===== config.mk =====
export PLATFORM = sky130hd
export DESIGN_NAME = trap_ctrl_flat
export DESIGN_NICKNAME = d
export VERILOG_FILES = /design/src/rtl/trap_ctrl_if.sv /design/src/rtl/trap_ctrl.sv /design/src/flat_wrapper.sv
export SDC_FILE = /design/constraint.sdc
export NUM_CORES = 1
export LEC_CHECK = 0
export CORE_AREA = 2 2 281 283
export CTS_CLUSTER_SIZE = 8
export DETAILED_ROUTE_END_ITERATION = 10
export DIE_AREA = 0 0 283 285
export GPL_ROUTABILITY_DRIVEN = 0
export PLACE_DENSITY_LB_ADDON = 0.15
export SLEW_MARGIN = 30
export SYNTH_ARGS = -nofsm -noshare
export SYNTH_HDL_FRONTEND = slang
export SYNTH_SLANG_ARGS = --single-unit

===== constraint.sdc =====
create_clock -name clk -period 3.1 [get_ports clk]
set_input_delay 0.93 -clock clk [delete_from_list [all_inputs] [get_ports clk]]
set_output_delay 0.93 -clock clk [all_outputs]
set_load 0.01 [all_outputs]

===== src/rtl/trap_ctrl_if.sv =====
// Commit/CSR/fetch-side bundle of the trap sequencer.
// master: commit stage + CSR file + fetch (drives events, CSR values, flush_ack).
// slave : trap_ctrl (drives flush/busy, CSR write strobes and the PC redirect).
interface trap_ctrl_if #(
  parameter int XLEN = 64
);
  // Current machine state from the CSR file
  logic [1:0]      pmode;
  logic [XLEN-1:0] mstatus;
  logic [XLEN-1:0] mie;
  logic [XLEN-1:0] mtvec;
  logic [XLEN-1:0] mepc;

  // Asynchronous interrupt lines
  logic            irq_ext;
  logic            irq_sw;
  logic            irq_timer;

  // Commit-stage events
  logic            commit_valid;
  logic [XLEN-1:0] commit_next_pc;
  logic            exc_valid;
  logic [5:0]      exc_cause;
  logic [XLEN-1:0] exc_pc;
  logic [XLEN-1:0] exc_tval;
  logic            mret_valid;

  // Pipeline drain handshake
  logic            flush_req;
  logic            flush_ack;
  logic            busy;

  // CSR write command and fetch redirect
  logic            trap_we;
  logic            mret_we;
  logic [XLEN-1:0] trap_cause;
  logic [XLEN-1:0] trap_epc;
  logic [XLEN-1:0] trap_tval;
  logic            redirect_valid;
  logic [XLEN-1:0] redirect_pc;
  logic [1:0]      new_pmode;
  logic            update_pmode;

  modport master (
    output pmode, mstatus, mie, mtvec, mepc,
           irq_ext, irq_sw, irq_timer,
           commit_valid, commit_next_pc, exc_valid, exc_cause, exc_pc, exc_tval,
           mret_valid, flush_ack,
    input  flush_req, busy, trap_we, mret_we, trap_cause, trap_epc, trap_tval,
           redirect_valid, redirect_pc, new_pmode, update_pmode
  );

  modport slave (
    input  pmode, mstatus, mie, mtvec, mepc,
           irq_ext, irq_sw, irq_timer,
           commit_valid, commit_next_pc, exc_valid, exc_cause, exc_pc, exc_tval,
           mret_valid, flush_ack,
    output flush_req, busy, trap_we, mret_we, trap_cause, trap_epc, trap_tval,
           redirect_valid, redirect_pc, new_pmode, update_pmode
  );
endinterface


===== src/rtl/trap_ctrl.sv =====
// Trap sequencer: picks exception > MRET > interrupt (MEI>MSI>MTI) at commit, drains, writes CSRs.
// Latency: event in cycle N -> flush_req from N+1; flush_ack at N+1 -> single-cycle strobes at N+2.
// Backpressure: holds in DRAIN (busy=1, commit stalls) until flush_ack; events while busy are ignored.
//
// Ports: clk, rst (async active-low); bus (trap_ctrl_if.slave) carries CSR state, irq lines,
// commit events, flush_req/flush_ack/busy, trap_we/mret_we + cause/epc/tval, redirect and pmode.
// Optional build macro TRAP_CTRL_VECTORED_EN: vectored interrupt entry when mtvec[1:0]==1.
module trap_ctrl #(
  parameter int XLEN        = 64,
  parameter int SYNC_STAGES = 2
) (
  input  logic       clk,
  input  logic       rst,
  trap_ctrl_if.slave bus
);

  typedef enum logic [1:0] {
    IDLE   = 2'd0,
    DRAIN  = 2'd1,
    COMMIT = 2'd2
  } state_t;

  state_t state, state_nx;

  // Interrupt line synchronizers, bit order {ext, sw, timer}
  logic [2:0] irq_sync [SYNC_STAGES];
  logic [2:0] irq_s;

  always_ff @(posedge clk or negedge rst) begin
    if (!rst) begin
      for (int i = 0; i < SYNC_STAGES; i++) irq_sync[i] <= 3'b000;
    end else begin
      irq_sync[0] <= {bus.irq_ext, bus.irq_sw, bus.irq_timer};
      for (int i = 1; i < SYNC_STAGES; i++) irq_sync[i] <= irq_sync[i-1];
    end
  end

  assign irq_s = irq_sync[SYNC_STAGES-1];

  // Interrupt qualification
  logic [2:0] pending;
  logic       int_enable;
  logic [5:0] int_code;

  assign pending    = {irq_s[2] & bus.mie[11], irq_s[1] & bus.mie[3], irq_s[0] & bus.mie[7]};
  // Lower privilege always takes machine interrupts; in M-mode only with MIE set
  assign int_enable = (bus.pmode != 2'd3) || bus.mstatus[3];

  always_comb begin
    int_code = 6'd7;
    if (pending[2]) begin
      int_code = 6'd11;
    end else if (pending[1]) begin
      int_code = 6'd3;
    end
  end

  // Captured trap record
  logic            is_mret_q, is_mret_nx;
  logic [XLEN-1:0] cause_q, cause_nx;
  logic [XLEN-1:0] epc_q, epc_nx;
  logic [XLEN-1:0] tval_q, tval_nx;

  // Registered outputs
  logic            flush_req_q;
  logic            busy_q;
  logic            trap_we_q;
  logic            mret_we_q;
  logic            redirect_valid_q;
  logic            update_pmode_q;
  logic [XLEN-1:0] redirect_pc_q, redirect_pc_nx;
  logic [1:0]      new_pmode_q, new_pmode_nx;
  logic            enter_commit;

  // Trap entry target
  logic [XLEN-1:0] trap_base;
  logic [XLEN-1:0] trap_target;

  assign trap_base = {bus.mtvec[XLEN-1:2], 2'b00};

`ifdef TRAP_CTRL_VECTORED_EN
  logic [XLEN-1:0] vec_offset;
  assign vec_offset  = {{(XLEN-8){1'b0}}, cause_q[5:0], 2'b00};
  // Only interrupts (cause MSB set) vector, and only in mode 1; modes 2/3 behave as direct
  assign trap_target = (cause_q[XLEN-1] && (bus.mtvec[1:0] == 2'b01)) ?
                       (trap_base + vec_offset) : trap_base;
`else
  assign trap_target = trap_base;
`endif

  // CSR bits not consumed here
  logic unused_bits;
  assign unused_bits = ^{bus.mstatus, bus.mie, bus.mtvec[1:0]};

  // State register
  always_ff @(posedge clk or negedge rst) begin
    if (!rst) begin
      state <= IDLE;
    end else begin
      state <= state_nx;
    end
  end

  // Next state, capture and redirect computation
  always_comb begin
    state_nx       = state;
    is_mret_nx     = is_mret_q;
    cause_nx       = cause_q;
    epc_nx         = epc_q;
    tval_nx        = tval_q;
    redirect_pc_nx = redirect_pc_q;
    new_pmode_nx   = new_pmode_q;
    enter_commit   = 1'b0;

    case (state)
      IDLE: begin
        if (bus.exc_valid) begin
          is_mret_nx = 1'b0;
          cause_nx   = {{(XLEN-6){1'b0}}, bus.exc_cause};
          epc_nx     = bus.exc_pc;
          tval_nx    = bus.exc_tval;
          state_nx   = DRAIN;
        end else if (bus.mret_valid) begin
          // MRET leaves the captured record untouched
          is_mret_nx = 1'b1;
          state_nx   = DRAIN;
        end else if (bus.commit_valid && int_enable && (pending != 3'b000)) begin
          is_mret_nx         = 1'b0;
          cause_nx           = '0;
          cause_nx[XLEN-1]   = 1'b1;
          cause_nx[5:0]      = int_code;
          epc_nx             = bus.commit_next_pc;
          tval_nx            = '0;
          state_nx           = DRAIN;
        end
      end
      DRAIN: begin
        if (bus.flush_ack) begin
          state_nx     = COMMIT;
          enter_commit = 1'b1;
        end
      end
      COMMIT: begin
        state_nx = IDLE;
      end
      default: begin
        state_nx = IDLE;
      end
    endcase

    // Redirect/pmode are sampled from the CSR file on the DRAIN->COMMIT edge
    if (enter_commit) begin
      if (is_mret_q) begin
        redirect_pc_nx = bus.mepc;
        new_pmode_nx   = bus.mstatus[12:11];
      end else begin
        redirect_pc_nx = trap_target;
        new_pmode_nx   = 2'd3;
      end
    end
  end

  // Capture and output registers; strobes are decoded from the next state so they are flops
  always_ff @(posedge clk or negedge rst) begin
    if (!rst) begin
      is_mret_q        <= 1'b0;
      cause_q          <= '0;
      epc_q            <= '0;
      tval_q           <= '0;
      flush_req_q      <= 1'b0;
      busy_q           <= 1'b0;
      trap_we_q        <= 1'b0;
      mret_we_q        <= 1'b0;
      redirect_valid_q <= 1'b0;
      update_pmode_q   <= 1'b0;
      redirect_pc_q    <= '0;
      new_pmode_q      <= 2'd0;
    end else begin
      is_mret_q        <= is_mret_nx;
      cause_q          <= cause_nx;
      epc_q            <= epc_nx;
      tval_q           <= tval_nx;
      flush_req_q      <= (state_nx == DRAIN);
      busy_q           <= (state_nx != IDLE);
      trap_we_q        <= (state_nx == COMMIT) && !is_mret_nx;
      mret_we_q        <= (state_nx == COMMIT) && is_mret_nx;
      redirect_valid_q <= (state_nx == COMMIT);
      update_pmode_q   <= (state_nx == COMMIT);
      redirect_pc_q    <= redirect_pc_nx;
      new_pmode_q      <= new_pmode_nx;
    end
  end

  assign bus.flush_req      = flush_req_q;
  assign bus.busy           = busy_q;
  assign bus.trap_we        = trap_we_q;
  assign bus.mret_we        = mret_we_q;
  assign bus.trap_cause     = cause_q;
  assign bus.trap_epc       = epc_q;
  assign bus.trap_tval      = tval_q;
  assign bus.redirect_valid = redirect_valid_q;
  assign bus.redirect_pc    = redirect_pc_q;
  assign bus.new_pmode      = new_pmode_q;
  assign bus.update_pmode   = update_pmode_q;

endmodule

===== src/flat_wrapper.sv =====
// flat-port wrapper written by rule: the top's interface ports become plain ports
module trap_ctrl_flat 
#(
  parameter int XLEN        = 64,
  parameter int SYNC_STAGES = 2
)
  (clk, rst, bus_pmode, bus_mstatus, bus_mie, bus_mtvec, bus_mepc, bus_irq_ext, bus_irq_sw, bus_irq_timer, bus_commit_valid, bus_commit_next_pc, bus_exc_valid, bus_exc_cause, bus_exc_pc, bus_exc_tval, bus_mret_valid, bus_flush_ack, bus_flush_req, bus_busy, bus_trap_we, bus_mret_we, bus_trap_cause, bus_trap_epc, bus_trap_tval, bus_redirect_valid, bus_redirect_pc, bus_new_pmode, bus_update_pmode);
  trap_ctrl_if #(.XLEN(XLEN)) bus_i ();
  input  logic clk;
  input  logic rst;
  input wire logic [$bits(bus_i.pmode)-1:0] bus_pmode;
  input wire logic [$bits(bus_i.mstatus)-1:0] bus_mstatus;
  input wire logic [$bits(bus_i.mie)-1:0] bus_mie;
  input wire logic [$bits(bus_i.mtvec)-1:0] bus_mtvec;
  input wire logic [$bits(bus_i.mepc)-1:0] bus_mepc;
  input wire logic [$bits(bus_i.irq_ext)-1:0] bus_irq_ext;
  input wire logic [$bits(bus_i.irq_sw)-1:0] bus_irq_sw;
  input wire logic [$bits(bus_i.irq_timer)-1:0] bus_irq_timer;
  input wire logic [$bits(bus_i.commit_valid)-1:0] bus_commit_valid;
  input wire logic [$bits(bus_i.commit_next_pc)-1:0] bus_commit_next_pc;
  input wire logic [$bits(bus_i.exc_valid)-1:0] bus_exc_valid;
  input wire logic [$bits(bus_i.exc_cause)-1:0] bus_exc_cause;
  input wire logic [$bits(bus_i.exc_pc)-1:0] bus_exc_pc;
  input wire logic [$bits(bus_i.exc_tval)-1:0] bus_exc_tval;
  input wire logic [$bits(bus_i.mret_valid)-1:0] bus_mret_valid;
  input wire logic [$bits(bus_i.flush_ack)-1:0] bus_flush_ack;
  output wire logic [$bits(bus_i.flush_req)-1:0] bus_flush_req;
  output wire logic [$bits(bus_i.busy)-1:0] bus_busy;
  output wire logic [$bits(bus_i.trap_we)-1:0] bus_trap_we;
  output wire logic [$bits(bus_i.mret_we)-1:0] bus_mret_we;
  output wire logic [$bits(bus_i.trap_cause)-1:0] bus_trap_cause;
  output wire logic [$bits(bus_i.trap_epc)-1:0] bus_trap_epc;
  output wire logic [$bits(bus_i.trap_tval)-1:0] bus_trap_tval;
  output wire logic [$bits(bus_i.redirect_valid)-1:0] bus_redirect_valid;
  output wire logic [$bits(bus_i.redirect_pc)-1:0] bus_redirect_pc;
  output wire logic [$bits(bus_i.new_pmode)-1:0] bus_new_pmode;
  output wire logic [$bits(bus_i.update_pmode)-1:0] bus_update_pmode;
  assign bus_i.pmode = bus_pmode;
  assign bus_i.mstatus = bus_mstatus;
  assign bus_i.mie = bus_mie;
  assign bus_i.mtvec = bus_mtvec;
  assign bus_i.mepc = bus_mepc;
  assign bus_i.irq_ext = bus_irq_ext;
  assign bus_i.irq_sw = bus_irq_sw;
  assign bus_i.irq_timer = bus_irq_timer;
  assign bus_i.commit_valid = bus_commit_valid;
  assign bus_i.commit_next_pc = bus_commit_next_pc;
  assign bus_i.exc_valid = bus_exc_valid;
  assign bus_i.exc_cause = bus_exc_cause;
  assign bus_i.exc_pc = bus_exc_pc;
  assign bus_i.exc_tval = bus_exc_tval;
  assign bus_i.mret_valid = bus_mret_valid;
  assign bus_i.flush_ack = bus_flush_ack;
  assign bus_flush_req = bus_i.flush_req;
  assign bus_busy = bus_i.busy;
  assign bus_trap_we = bus_i.trap_we;
  assign bus_mret_we = bus_i.mret_we;
  assign bus_trap_cause = bus_i.trap_cause;
  assign bus_trap_epc = bus_i.trap_epc;
  assign bus_trap_tval = bus_i.trap_tval;
  assign bus_redirect_valid = bus_i.redirect_valid;
  assign bus_redirect_pc = bus_i.redirect_pc;
  assign bus_new_pmode = bus_i.new_pmode;
  assign bus_update_pmode = bus_i.update_pmode;
  trap_ctrl #(.XLEN(XLEN), .SYNC_STAGES(SYNC_STAGES)) u_core (.clk(clk), .rst(rst), .bus(bus_i));
endmodule

==> qor.csv, run 1 <==
metric;value;unit
synth-edff-count;0;
grt.overflow.total;0;
final_hold_viol_count;0;
rsz0062_at_grt;no;
p_leak;7.06;nW
period_share;0.860;
route.detailed.drc;0;
regToRegSetupSlack;760;ps
antenna_left;0;
rows;103;
p_seq_frac;0.346;
netlist_area;9850;um^2
cts_buffer_depth;3;
antenna_found_initial;5;
outcome;completed;
drv_slew;0;
postCtsSetupBuffers;0;
synth.most_common_cell;dfrtp_1;
peakVddDrop;340;uV
combPwrFrac;0.437;
p_per_area;821;nW/um^2
ys_warn_count;0;
dp_hpwl;31.1;mm
fin_skew;18.0;ps
synthFlopType;dfrtp_1;
path_clk_slew;50;ps
synthCells;895;
cts_buffers;31;
fin_nets;1901;
relSlewSlack;0.490;
synth_seq_cells;215;
yosysUniqueCellTypes;31;
cts_tree;yes;
dpl_cell_area;16500;um^2
r2r-start;u_core.state[1];
die_h;285;um
internal_power;9.40;mW
cts.sinks;215;
cap_violations;0;
stdcell_area;17300;um^2
post-place-ws;-224;ps
crit_arrival;3120;ps
setup_ws;436;ps
grt_pass1_wl;60.1;mm
swShare;0.338;
worst_setup_path_end_kind;register;
synth_top_area_share;0.546;
synth_area_leaders;dfrtp_1 (55%), mux2_2 (10%), nand2_1 (7.7%);
drtIter0Drc;218;
r2r-end;u_core.bus.trap_epc[43];
worstSetupPathType;in2reg;
fmax;375;MHz
die_area;80700;um^2
drive_above_1_share;0.110;
synth_largest_area_cell;dfrtp_1;
worstRegToRegCells;4;
drt-pass1-iter-count;4;
totalWireLength;40.7;mm
period_needed;2660;ps
grt_max_degree;136;
core_area;78000;um^2
pwr-share-clk;0.218;
async_flop_share;1.00;
p_sw;4.81;mW
pin_count;729;
area_growth;75.8;%
path_max_fanout;46;
vias;8255;
postCtsHoldBufs;0;
max_slew.worst_pin.slew;765;ps
finalPower;14.2;mW
grtUsageTotal;0.0982;
io_buffer_count;547;
cp.required;3550;ps
viasPerCell;3.31;
cts_resized;0;
wl_per_cell;16.3;um
root_buffer;clkbuf_16;
finalSetupViolations;0;
die_w;283;um
grt_pass1_vias;8938;
synth_commonest_cells;dfrtp_1 (215), nand2_1 (202), o21ai_0 (125), mux2_2 (90), mux2i_1 (63);
avgSynthCellArea;11.0;um^2
min_path_type;in2async;
insertion_delay;590;ps
start_kind;primary input;
start_util;0.126;
seq_area_frac_synth;0.546;
h-tree-depth;1;
==> logic make-up after synthesis <==
logic type             Yosys count  synth area share
AND/OR/NAND/NOR                216            0.0869
flip-flops                     215             0.546
multiplexers                   192             0.212
AO/OA/AOI/OAI                  146            0.0793
buffers and inverters          125            0.0754
other                            1          0.000381
==> sequential cells by signal (all words and copies together), names as in the netlist, 2 cells and up <==
register,flops
u_core.bus.new_pmode,2
u_core.bus.redirect_pc,64
u_core.bus.trap_cause,7
u_core.bus.trap_epc,64
u_core.bus.trap_tval,64
u_core.irq_s,3
u_core.irq_sync,3
u_core.state,2
==> metal layers <==
layer / global-route usage / up-vias / wire length [um] / share of wire
met5: 0 / - / 41 / 0.0010
met4: 0.0242 / 6 / 826 / 0.020
met3: 0.0473 / 58 / 4630 / 0.11
met1: 0.113 / 3847 / 16300 / 0.40
li1: - / 3974 / - / -
met2: 0.163 / 370 / 18900 / 0.46
==> stage by stage <==
step | utilization | TNS, ps | hold slack [ps] | instances
floorplan | - | 0 | 331 | 951
CTS | 0.222 | 0 | 157 | 2491
global route | 0.222 | 0 | 179 | 2492
finish | 0.222 | 0 | 202 | 2492
global placement | 0.211 | -10910 | 339 | 2453
detailed placement | 0.211 | -12380 | 338 | 2453
==> cell usage in the layout (no fill, tap or decap), drive strengths merged, types with 2 or more instances in the layout <==
| master | n |
|---|---|
| inv | 7 |
| clkbuf | 36 |
| or3b | 2 |
| mux2 | 129 |
| buf | 26 |
| nand2b | 2 |
| a221oi | 3 |
| nand2 | 202 |
| nor2 | 4 |
| a21oi | 2 |
| clkdlybuf4s50 | 545 |
| o21ai | 134 |
| conb | 57 |
| nor3 | 2 |
| dfrtp | 215 |
| o22a | 2 |
| mux2i | 63 |
==> cell type report <==
class	instances	area (um^2)
diodes	1	2.50
clock buffers	36	815
clock inverters	2	13.8
fillers	8519	60700
inverters	6	22.5
multi-input cells	611	3950
flip-flops and latches	215	5380
well taps	1050	1310
repair buffers	571	5810
==> worst max path at each step <==
stage / from / endpoint / slack [ps] / cells past startpoint
2_1_floorplan: bus_exc_valid / u_core.bus.trap_epc[54] / 590 / 7
3_3_place_gp: bus_commit_valid / u_core.bus.trap_epc[3] / -200 / 5
3_5_place_dp: bus_commit_valid / u_core.bus.trap_epc[3] / -220 / 5
4_1_cts: u_core.bus.trap_tval[38] / bus_trap_tval[38] / 400 / 1
5_1_grt: u_core.bus.trap_tval[38] / bus_trap_tval[38] / 350 / 1
6_report: bus_commit_valid / u_core.bus.trap_epc[43] / 440 / 5
==> power by group through the flow <==
stage / Sequential [mW] / Combinational (mW) / Clock [mW]
after floorplan: 5.35 / 1.88 / 0
after global placement: 4.93 / 6.42 / 0
after detailed placement: 4.97 / 6.37 / 0
after CTS: 4.95 / 6.39 / 3.29
after global routing: 5.13 / 6.77 / 3.38
final: 4.91 / 6.21 / 3.09
==> critical path: stages <==
cell             delay, ps
clkdlybuf4s50_1        530
or4b_4                 520
o31ai_4                390
buf_12                 310
mux2_1                 370
(Power assumes the default switching activity.)
==> run 2, diff against run 1 <==
--- a/config.mk
+++ b/config.mk
@@ -6,10 +6,12 @@
 export NUM_CORES = 1
 export LEC_CHECK = 0
 export CORE_AREA = 2 2 281 283
+export CTS_CLUSTER_DIAMETER = 60
 export CTS_CLUSTER_SIZE = 8
 export DETAILED_ROUTE_END_ITERATION = 10
 export DIE_AREA = 0 0 283 285
 export GPL_ROUTABILITY_DRIVEN = 0
+export MAX_ROUTING_LAYER = met4
 export PLACE_DENSITY_LB_ADDON = 0.15
 export SLEW_MARGIN = 30
 export SYNTH_ARGS = -nofsm -noshare
==> constraint.sdc (replaced) <==
create_clock -name clk -period 2.55 [get_ports clk]
set_input_delay 0.765 -clock clk [delete_from_list [all_inputs] [get_ports clk]]
set_output_delay 0.765 -clock clk [all_outputs]
set_load 0.01 [all_outputs]
==> run 2 against run 1 <==
Compared with the run above:
- combinational power is 24% higher
- largest cell class unchanged
- register-to-register slack lost 520 ps
- hold slack lost 80 ps
- die area unchanged
- setup slack worse by 370 ps
- sequential power increased by 20%
- cell count is 1.3% higher
- clock-buffer cell count rose by 11
- via count up 1.2%
- critical path depth increased by 1
==> qor.csv, run 2 (synthesis gave the netlist of run 1 again) <==
metric;value;unit
root_buffer;clkbuf_16;
antenna_found_initial;4;
path_clk_slew;50;ps
mostFrequentLayoutCell;clkdlybuf4s50_1;
h-tree-depth;2;
grt.overflow.total;0;
io_buffer_count;547;
area_growth;81.4;%
die_w;283;um
period_needed;2490;ps
final_cell_mix;clkdlybuf4s50_1 (544), dfrtp_1 (214), nand2_1 (202);
start_util;0.126;
cts_buffers;37;
cts_buffer_depth;3;
start_kind;primary input;
totalWireLength;40.8;mm
postCtsHoldBufs;0;
grtUsageTotal;0.102;
path_max_fanout;28;
min_path_type;in2async;
worstSetupPathType;in2reg;
dp_hpwl;31.0;mm
grt_max_degree;73;
antenna_left;0;
fin_skew;19.7;ps
drtIter0Drc;223;
finalSetupViolations;0;
vias;8357;
cap_violations;0;
drive_above_1_share;0.126;
fin_nets;1919;
crit_arrival;2900;ps
fillers;8428;
route.detailed.drc;0;
worst_setup_path_end_kind;register;
pin_count;729;
finalPower;18.7;mW
cp.required;2960;ps
fmax;402;MHz
peakVddDrop;397;uV
drv_slew;0;
fin_cells;2524;
cts_tree;yes;
grt_pass1_wl;60.3;mm
p_leak;7.33;nW
core_area;78000;um^2
viasPerCell;3.31;
stdcell_area;17900;um^2
grt_pass1_vias;9018;
dpl_cell_area;16600;um^2
rows;103;
wl_per_cell;16.2;um
insertion_delay;530;ps
p_per_area;1050;nW/um^2
period_share;0.975;
rsz0062_at_grt;no;
die_h;285;um
cts.sinks;215;
dp_cells;2462;
outcome;completed;
die_area;80700;um^2
drt-pass1-iter-count;4;
post-place-ws;-612;ps
final_hold_viol_count;0;
setup_ws;62.8;ps
run 2: where the power goes:
| group | total, mW | leakage (nW) | internal [mW] | switching (mW) |
|---|---|---|---|---|
| sequential | 5.90 | 2.62 | 4.98 | 0.916 |
| clock | 5.16 | 0.595 | 3.40 | 1.75 |
| combinational | 7.68 | 4.11 | 4.32 | 3.36 |
run 2: repair_timing:
| action | 4_1_cts | 5_1_grt |
|---|---|---|
| gates resized for setup | 1 | 0 |
| setup endpoints to repair | 44 | 0 |
| buffers inserted | 2 | 0 |
run 2: critical path: stages:
cell and delay [ps]:
clkdlybuf4s50_1 420, or4b_4 550, o31ai_4 290, buf_12 160, bufbuf_16 340, mux2_2 360
run 2: stage by stage:
stage	utilization	setup TNS, ps	hold slack, ps
3_3_place_gp	0.212	-57130	339
5_1_grt	0.229	0	107
3_5_place_dp	0.212	-62720	339
6_report	0.229	0	122
2_1_floorplan	-	0	331
4_1_cts	0.229	0	89.4
run 2: routing by layer:
layer	vias to the layer above	track usage	wire, um
met5	-	-	0
met4	0	0.0243	701
met1	3893	0.112	16100
met3	46	0.0513	4690
li1	4047	-	-
met2	371	0.165	19400
run 2: final cells by class:
type | count | area (um^2) | area share
repair buffers | 583 | 5960 | 0.334
flip-flops and latches | 215 | 5380 | 0.301
multi-input cells | 611 | 3950 | 0.221
well taps | 1050 | 1310 | 0.0736
clock buffers | 47 | 1030 | 0.0574
clock inverters | 9 | 201 | 0.0113
inverters | 6 | 22.5 | 0.00126
diodes | 3 | 7.51 | 0.000420
run 2: path summary, 6_finish.rpt:
path | from | endpoint | slack (ps) | depth (start not counted)
setup reg to reg | u_core.state[0] | u_core.bus.trap_epc[5] | 240 | 5
max in group asynchronous | rst | u_core.bus.trap_epc[48] | 1710 | 2
setup / recovery | bus_mret_valid | u_core.bus.trap_epc[5] | 60 | 6
min in group clk | u_core.irq_sync[5] | u_core.irq_s[2] | 340 | 0
hold / removal | rst | u_core.bus.redirect_pc[10] | 120 | 1
hold reg to reg | u_core.irq_sync[5] | u_core.irq_s[2] | 340 | 0
==> patch 1 (settings of run 1) <==
Add a define of `TRAP_CTRL_VECTORED_EN`.
--- a/src/rtl/trap_ctrl.sv
+++ b/src/rtl/trap_ctrl.sv
@@ -6,4 +6,6 @@
 // commit events, flush_req/flush_ack/busy, trap_we/mret_we + cause/epc/tval, redirect and pmode.
 // Optional build macro TRAP_CTRL_VECTORED_EN: vectored interrupt entry when mtvec[1:0]==1.
+`define TRAP_CTRL_VECTORED_EN
+
 module trap_ctrl #(
   parameter int XLEN        = 64,
Function: not settled (the Yosys comparison gave no result); the edit may change what the design does.
==> patch 1 against run 1 <==
Non-clock buffer count is 127 higher; global-route usage is 3.4 points higher; sequential cell count stayed put; fmax is 12% lower; first-iteration DRC count is 110% higher; clock power is 17% higher; setup slack worse by 360 ps; wire length is 34% higher; synthesized area is 9.5% higher; total power is 9.0% higher; final area is 13% higher; critical endpoint is now u_core.bus.redirect_pc[57]; largest cell class unchanged; highest routed layer unchanged.
==> patch 1: results (changes against run 1) <==
{| class="wikitable"
! Metric !! Value
|-
| TritonCTS Buffers || 34 (was 31)
|-
| Power Density || 795 nW/um2 (was 821 nW/um2)
|-
| Worst rel slew slack || 40.0% (was 49.0%)
|-
| Via count normalized by instance count || 3.78 (was 3.31)
|-
| Number of resized instances in the post-cts repair step || 6 (was 0)
|-
| Initial detailed-routing violation count || 460 (was 218)
|-
| Worst r2r path cells || 8 (was 4)
|-
| Distinct cells, synth || 56 (was 31)
|-
| Sw frac || 34.6% (was 33.8%)
|-
| Launch point of the worst reg-to-reg path || u_core.bus.trap_cause[1] (was u_core.state[1])
|-
| Share of Yosys cell area claimed by the top area cell type || 49.9% (was 54.6%)
|-
| FF-to-FF setup slack || 420 ps (was 760 ps)
|-
| Skew-Pair Late Insertion Delay || 530 ps (was 590 ps)
|-
| Layout inverter count without the clock tree || 14 (was 6)
|-
| Proportion of layout cells with a drive suffix above 1 || 12.5% (was 11.0%)
|-
| Count of filler cells inserted in the layout || 8,435 (was 8,519)
|-
| Starting density of the core || 13.8% (was 12.6%)
|-
| CP arrival || 3410 ps (was 3120 ps)
|-
| Pin count of the biggest net entering global routing || 74 (was 136)
|-
| Maximum fanout along the worst path || 11 (was 46)
|-
| Run status || complete, no violations (unchanged)
|-
| Sequential Power || 4.95 mW (was 4.91 mW)
|-
| Flip-flop and latch share of the layout cell area || 27.6% (was 31.1%)
|-
| Fraction of the yosys area taken by sequential cells || 49.9% (was 54.6%)
|-
| Initial antenna violation count || 8 (was 5)
|-
| Routed length per instance || 19.4 um (was 16.3 um)
|-
| Worst R2R End || u_core.bus.redirect_pc[57] (was u_core.bus.trap_epc[43])
|-
| Post-DP HPWL || 43.2 mm (was 31.1 mm)
|-
| Number of nets at the end of the flow || 2,224 (was 1,901)
|-
| Worst setup startpoint || bus_mtvec[2] (was bus_commit_valid)
|}
-- patch 1: cell count changes after synthesis, sizes merged, moves of 26 or more --
cell,change
mux2,-127
and3,+26
nand3,+26
xnor2,+40
a22o,+65
nor2,+49
o21ai,-31
a21oi,+55
o22ai,+28
nand2,-74
-- patch 1: kinds of logic (layout without fill, tap and decap cells) --
logic type | count (synthesis) | in the layout | share of synthesized area, %
fa+ha+maj | 7 | 7 | 0.882
compound gates | 275 | 275 | 15.9
buf+inv | 142 | 759 | 7.21
simple gates | 318 | 318 | 14.4
mux | 76 | 76 | 7.08
other cells | 1 | 60 | 0.0348
flops | 215 | 215 | 49.9
xor+xnor | 56 | 56 | 4.55
-- patch 1: through the flow --
| stage | hold WS [ps] | cells | TNS [ps] |
|---|---|---|---|
| finish | 350 | 2816 | 0 |
| global route | 369 | 2813 | -6.96 |
| CTS | 354 | 2811 | -112 |
| detailed placement | 335 | 2764 | -25780 |
| global placement | 333 | 2764 | -25210 |
| floorplan | 331 | 1146 | 0 |
==> patch 2 (config.mk and constraints of run 1) <==
Without the edit above. Re-encode `state_t` (3 states) as one-hot, 3 bits wide.
--- a/src/rtl/trap_ctrl.sv
+++ b/src/rtl/trap_ctrl.sv
@@ -15,8 +15,8 @@
 );
 
-  typedef enum logic [1:0] {
-    IDLE   = 2'd0,
-    DRAIN  = 2'd1,
-    COMMIT = 2'd2
+  typedef enum logic [2:0] {
+    IDLE   = 3'b001,
+    DRAIN  = 3'b010,
+    COMMIT = 3'b100
   } state_t;
 
Function: same outputs for any inputs over 4 cycles, from zero or initial values and one cycle with rst low; so few cycles prove little.
==> patch 2 against run 1 <==
Worst hold slack gained 99 ps; first-iteration DRC count grew 37%; final area shrank 1.6%; critical path depth shrank 4; fmax grew 4.2%; sequential cell count grew 1; synthesized area shrank 4.1%; wire length grew 5.3%; largest power group unchanged; total power grew 7.0%; cell count shrank 2.0%; combinational power grew 13%; setup slack gained 110 ps; die area is the same; non-clock buffer count grew 4.
==> patch 2: results (changes against run 1) <==
{| class="wikitable"
! Metric !! Value
|-
| Vias || 8,286 (was 8,255)
|-
| Count of TritonRoute iterations in the first routing pass || 5 (was 4)
|-
| Initial antenna violation count || 2 (was 5)
|-
| Final cell count without fillers || 2,443 (was 2,492)
|-
| Leak pwr || 6.90 nW (was 7.06 nW)
|-
| Setup slack at placement || 153 ps (was -224 ps)
|-
| VDD IR max || 0.000395 V (was 0.000340 V)
|-
| TritonCTS Buffers || 31 (unchanged)
|-
| Distinct cells, synth || 29 (was 31)
|-
| Maximum fanout along the worst path || 2 (was 46)
|-
| Per-instance average area after synthesis || 11.3 um2 (was 11.0 um2)
|-
| CP arrival || 1630 ps (was 3120 ps)
|-
| M1 GR Usage || 12.3% (was 11.3%)
|-
| Run status || complete, no violations (unchanged)
|-
| Wire length of the first global-routing pass || 62.0 mm (was 60.1 mm)
|-
| Top cell types by occurrence after synthesis || 215 x dfrtp_1, 197 x a21oi_1, 126 x mux2i_1 (was 215 x dfrtp_1, 202 x nand2_1, 125 x o21ai_0)
|-
| Routed length per instance || 17.5 um (was 16.3 um)
|-
| Slew at the pin with the worst max-slew slack || 689 ps (was 765 ps)
|-
| Initial detailed-routing violation count || 298 (was 218)
|-
| Count of filler cells inserted in the layout || 8,446 (was 8,519)
|-
| Met2 layer usage reported by global route || 17.1% (was 16.3%)
|-
| Area contributors post-synth || dfrtp_1 57%, mux2i_1 13%, a21oi_1 10% (was dfrtp_1 55%, mux2_2 10%, nand2_1 7.7%)
|-
| Total GRT Usage || 10.2% (was 9.82%)
|-
| Via count of the first global-routing pass || 8,732 (was 8,938)
|-
| Post-DP HPWL || 32.3 mm (was 31.1 mm)
|-
| GRT met3 Usage || 3.90% (was 4.73%)
|}
-- patch 2: cell count changes after synthesis, sizes merged, moves of 3 or more --
cell,change
a22o,+66
nand2,-200
mux2i,+63
mux2,-129
o31ai,+3
o21ai,-130
a21oi,+195
nor2,+61
clkbuf,+8
nor3b,+3
and2,+3
-- patch 2: where the power goes --
part | switching [mW] | internal, mW
Combinational | 3.25 | 3.78
Clock | 1.36 | 1.84
Sequential | 0.832 | 4.14
Total | 5.44 | 9.77
-- patch 2: layer usage --
layer	vias to the layer above	part of all wire [%]
met2	337	48
met1	3946	40
met3	46	8.6
li1	3953	-
met4	4	2.6
met5	-	0.063
-- patch 2: worst paths after layout --
path,from,to,slack [ps],cells past startpoint
worst max-delay path,u_core.bus.trap_epc[23],bus_trap_epc[23],540,1
worst min-delay path,rst,u_core.bus.trap_cause[4],300,1
worst max register to register,u_core.state[0],u_core.bus.trap_epc[19],1130,5
worst min register to register,u_core.irq_sync[3],u_core.irq_s[0],360,0
max in group asynchronous,rst,u_core.irq_s[0],2020,2
min in group clk,u_core.irq_sync[3],u_core.irq_s[0],360,0
-- patch 2: cell families (layout without fill, tap and decap cells) --
group	after synthesis	in the layout	synth area share, %
and+or+nand+nor	82	82	3.70
other	1	58	0.0397
buffers and inverters	132	632	7.82
DFF	216	216	57.3
muxes	126	126	13.4
AOI/OAI and AO/OA	279	279	17.8
-- patch 2: area by class of cell --
type | count | area [um2] | share of cell area [%]
Clock buffer | 51 | 851 | 4.99
Clock inverter | 1 | 20.0 | 0.118
Sequential cell | 216 | 5410 | 31.8
Antenna cell | 1 | 2.50 | 0.0147
Tap cell | 1050 | 1310 | 7.71
Timing Repair Buffer | 575 | 5890 | 34.6
Inverter | 5 | 18.8 | 0.110
Multi-Input combinational cell | 544 | 3530 | 20.7
